`src/rtl/button_reader_pkg.sv`:
```
// Shared types and default timing constants for the button reader.
// DEF_* values assume a 10 MHz system clock.
package button_reader_pkg;

  localparam int DEF_DEBOUNCE_CYCLES = 100000;
  localparam int DEF_LONG_CYCLES     = 10000000;

  typedef enum logic [2:0] {
    RELEASED    = 3'd0,
    PRESS_DEB   = 3'd1,
    HELD        = 3'd2,
    LONG_HELD   = 3'd3,
    RELEASE_DEB = 3'd4
  } state_t;

endpackage

```
`src/rtl/sync_2ff.sv`:
```
// Two-flop synchronizer for a single asynchronous board input.
// RESET_VAL is the idle level, so reset never looks like an input edge.
module sync_2ff #(
  parameter logic RESET_VAL = 1'b0
) (
  input  logic clk,
  input  logic rst,
  input  logic d,
  output logic q
);

  logic meta;

  always_ff @(posedge clk) begin
    if (rst) begin
      meta <= RESET_VAL;
      q    <= RESET_VAL;
    end else begin
      meta <= d;
      q    <= meta;
    end
  end

endmodule

```
`src/rtl/button_reader.sv`:
```
// Debounced push-button reader: press, long-press and release strobes,
// plus a short-press counter shown active-low on the LEDs.
module button_reader
  import button_reader_pkg::*;
#(
  parameter int DEBOUNCE_CYCLES = DEF_DEBOUNCE_CYCLES,
  parameter int LONG_CYCLES     = DEF_LONG_CYCLES
) (
  input  logic       clk,
  input  logic       rst,
  input  logic       push_button,
  output logic       press_pulse,
  output logic       long_pulse,
  output logic       release_pulse,
  output logic       pressed,
  output logic [7:0] count,
  output logic [7:0] led
);

  localparam int DW = $clog2(DEBOUNCE_CYCLES + 1);
  localparam int HW = $clog2(LONG_CYCLES + 1);

  localparam logic [DW-1:0] DEB_LAST  = DW'(DEBOUNCE_CYCLES - 1);
  localparam logic [HW-1:0] HOLD_LAST = HW'(LONG_CYCLES - 1);
  localparam logic [HW-1:0] HOLD_MAX  = HW'(LONG_CYCLES);

  logic          smp;
  logic          long_seen;
  state_t        state;
  logic [DW-1:0] deb_cnt;
  logic [HW-1:0] hold_cnt;

  sync_2ff #(
    .RESET_VAL(1'b1)
  ) u_sync (
    .clk(clk),
    .rst(rst),
    .d  (push_button),
    .q  (smp)
  );

  // Saturated hold counter doubles as the "went long" flag.
  assign long_seen = (hold_cnt == HOLD_MAX);

  always_ff @(posedge clk) begin
    if (rst) begin
      state         <= RELEASED;
      deb_cnt       <= '0;
      hold_cnt      <= '0;
      press_pulse   <= 1'b0;
      long_pulse    <= 1'b0;
      release_pulse <= 1'b0;
      pressed       <= 1'b0;
      count         <= 8'd0;
      led           <= 8'hFF;
    end else begin
      press_pulse   <= 1'b0;
      long_pulse    <= 1'b0;
      release_pulse <= 1'b0;
      led           <= ~count;
      unique case (state)
        RELEASED: begin
          if (!smp) begin
            state   <= PRESS_DEB;
            deb_cnt <= '0;
          end
        end
        PRESS_DEB: begin
          if (smp) begin
            state <= RELEASED;
          end else if (deb_cnt == DEB_LAST) begin
            state       <= HELD;
            press_pulse <= 1'b1;
            pressed     <= 1'b1;
            hold_cnt    <= '0;
          end else begin
            deb_cnt <= deb_cnt + DW'(1);
          end
        end
        HELD: begin
          if (smp) begin
            state   <= RELEASE_DEB;
            deb_cnt <= '0;
          end else if (hold_cnt == HOLD_LAST) begin
            state      <= LONG_HELD;
            long_pulse <= 1'b1;
            hold_cnt   <= HOLD_MAX;
            count      <= 8'd0;
          end else begin
            hold_cnt <= hold_cnt + HW'(1);
          end
        end
        LONG_HELD: begin
          if (smp) begin
            state   <= RELEASE_DEB;
            deb_cnt <= '0;
          end
        end
        RELEASE_DEB: begin
          if (!smp) begin
            state <= long_seen ? LONG_HELD : HELD;
          end else if (deb_cnt == DEB_LAST) begin
            state         <= RELEASED;
            release_pulse <= 1'b1;
            pressed       <= 1'b0;
            if (!long_seen) count <= count + 8'd1;
          end else begin
            deb_cnt <= deb_cnt + DW'(1);
          end
        end
        default: state <= RELEASED;
      endcase
    end
  end

endmodule

```
`config.mk`:
```
export PLATFORM = sky130hd
export DESIGN_NAME = button_reader
export DESIGN_NICKNAME = d
export VERILOG_FILES = /design/src/rtl/button_reader_pkg.sv /design/src/rtl/sync_2ff.sv /design/src/rtl/button_reader.sv
export SDC_FILE = /design/constraint.sdc
export NUM_CORES = 1
export LEC_CHECK = 0
export CAP_MARGIN = 15
export CORE_ASPECT_RATIO = 1.5
export CORE_MARGIN = 3
export CORE_UTILIZATION = 30
export DETAILED_ROUTE_END_ITERATION = 16
export SETUP_SLACK_MARGIN = 0.2
export SLEW_MARGIN = 20
export SYNTH_ARGS = -nofsm -noshare
export SYNTH_HDL_FRONTEND = slang
export SYNTH_SLANG_ARGS = --single-unit
```
`constraint.sdc`:
```
create_clock -name clk -period 2.3 [get_ports clk]
set_input_delay 0.345 -clock clk [delete_from_list [all_inputs] [get_ports clk]]
set_output_delay 0.345 -clock clk [all_outputs]
set_load 0.01 [all_outputs]
```
==> qor.yml <==
avgRoutedWirePerCell_um: 14.5
viasPerCell: 5.33
synth_simple_gate_area_frac: 0.339
start_util: 0.313
slew-limit-headroom: 0.623
tightest_slew_ns: 0.564
clockBufferDepth: 2
stdcell_count: 576
max-vdd-ir-drop_mv: 0.247
syn_nets: 404
grt_first_pass_wirelength_um: 14200
grt_pass1_vias: 3074
avgSynthCellArea_um2: 8.53
synth_mux_area_frac: 0
reg2reg_depth: 6
drtIter0Drc: 124
vias: 3069
hp-class: "reg -> reg"
synth_edf_count: 0
synth_top_family_by_area: "simple AND/OR/NAND/NOR gates"
holdPathEnd: "u_sync.q"
path_class: "reg -> reg"
dp_hpwl_um: 6190
grt-ovfl-total: 0
fin_crit_ns: 2.00
reg2reg_to: "hold_cnt[6]"
crit_fanout: 5
area_growth_syn_to_layout_pct: 22.9
synth_seq_cells: 66
rrSetupSlack_ns: 0.30
fin_total_pwr_mw: 2.61
skew_ns: 0.00539
hold_viol: 0
cp_data_arrival_time_ns: 2.27
synth-compound-area-share: 0.151
worst_setup_path_end_kind: "flip-flop"
setup_tns_ns: 0
synth.distinct_cells: 63
r2r-start: "deb_cnt[1]"
drive_gt1_frac: 0.148
dieHeight_um: 136
start_kind: "flip-flop"
synth_xor_area_frac: 0.0702
io_pins: 23
routed_wl_um: 8370
core-area_mm2: 0.0108
ctsRootBufferMaster: "clkbuf_16"
postRouteAntennaNets: 0
drv_slew: 0
final_util: 0.385
clock_latency_ns: 0.33
cts_tree: "done"
place_ws_ns: 0.137
holdWs_ns: 0.406
place_congestion: 0.859
gr-usage-all-layers: 0.140
synthFlopType: "dfxtp_1"
antenna_found_initial: 0
power_density_mw_per_mm2: 628
hold_start: "u_sync.meta"
syn_area_mm2: 0.00339
die_x_um: 92.7
fmax_mhz: 499
fin_area_mm2: 0.00416
die_area_mm2: 0.0126
fin_crit_sh: 0.871
yosys.area.top_type: "dfxtp_1"
ys_warn_count: 0
placed_area_mm2: 0.00379
htree_levels: 3
holdPathStages: 1
antenna_cells: 0
crit_required_ns: 2.57
synth.top_cell.area_share: 0.390
finalSetupViolCount: 0
seq_area_frac_synth: 0.390
clkTransAtPathRegs_ns: 0.05
leakage_nw: 1.33
synth_fa_ha_area_frac: 0.0148
cap_viol_max_count: 0
rows: 46
status: "finished clean"
timing.final.ws_setup_ns: 0.298
port_buffers: 22
first_pass_iters: 4
synth-async-reset-ratio: 0
rsz0062_at_grt: "no"
postSynthCellCount: 397
synth_area_leaders: "dfxtp_1 39%, xnor2_1 5.2%, nor2_1 4.1%"
dp.cells: 559
drc_errors: 0
fin_nets: 434
clock_sinks: 66
grt_max_degree: 25
numCtsBuffers: 9
## worst max-delay path, cell delays in order, from the launching register on
cell     delay (ns)
dfxtp_1        0.37
ha_2           0.22
and4_4         0.27
a41oi_2        0.16
or2_1          0.27
or4_1          0.50
a21oi_1        0.15
## final cells by class
type	instances	area, um^2
Clock buffer	12	256
Clock inverter	4	50.0
Fill cell	1149	6660
Inverter	6	22.5
Multi-Input combinational cell	307	1990
Sequential cell	66	1330
Tap cell	144	180
Timing Repair Buffer	37	333
## metal layers
layer  wire (um)  vias to the layer above  track usage  part of all wire
li1            -                     1526            -                 -
met1        3330                     1448        0.142              0.40
met2        4390                       66        0.257              0.52
met3         306                       29       0.0316             0.037
met4         347                        0       0.0896             0.041
met5           0                        -            0                 0
## synthesized netlist by cell type (all sizes together), types with 7 or more instances
cell type	n
nand2	33
nand3	21
or3	7
nand2b	10
nand4	15
xnor2	20
or4	9
nor4	10
o21ai	20
nor2	38
nor3	13
clkbuf	8
dfxtp	66
o211ai	9
and3	8
or2	7
buf	10
a21oi	21
## where the power goes
part | internal [mW] | leakage [nW] | total [mW] | switching [mW]
registers | 1.15 | 0.535 | 1.15 | 0.00668
logic | 0.0267 | 0.655 | 0.0732 | 0.0466
clock network | 0.895 | 0.145 | 1.38 | 0.488
total | 2.07 | 1.33 | 2.61 | 0.542
## flip-flops by register name (all words and copies together) (netlist names)
register,flops
state,3
hold_cnt,24
press_pulse,1
u_sync.meta,1
led,8
u_sync.q,1
count,8
long_pulse,1
release_pulse,1
pressed,1
deb_cnt,17
## what timing repair did
item,CTS,global route
gates resized for setup,4,15
pin swaps,0,1
endpoints found under the setup margin,4,36
hold buffers,0,0
buffers inserted,0,1
## cells in the final DEF, fill, tap and decap left out, types with 15 or more instances in the layout
master,instances
a21oi_1,21
buf_4,15
clkdlybuf4s50_1,22
dfxtp_1,60
nand2_1,32
nand3_1,21
nand4_1,15
nor2_1,36
o21ai_0,19
xnor2_1,20
## worst max path at each step
| stage | end | cells past startpoint | startpoint | slack (ns) |
|---|---|---|---|---|
| 6_report | hold_cnt[6] | 6 | deb_cnt[1] | 0.30 |
| 5_1_grt | count[1] | 6 | hold_cnt[0] | 0.18 |
| 4_1_cts | deb_cnt[5] | 6 | deb_cnt[0] | 0.21 |
| 3_5_place_dp | deb_cnt[5] | 6 | deb_cnt[0] | 0.14 |
| 3_3_place_gp | deb_cnt[5] | 6 | deb_cnt[0] | 0.20 |
| 2_1_floorplan | deb_cnt[6] | 8 | deb_cnt[0] | 0.32 |
## logic make-up after synthesis
group	Yosys count
xor gates and xnor gates	25
and+or+nand+nor	200
DFF	66
AOI/OAI and AO/OA	78
buffers and inverters	24
adders and majority gates	4
Note: power is estimated with default switching activity, not from simulation.
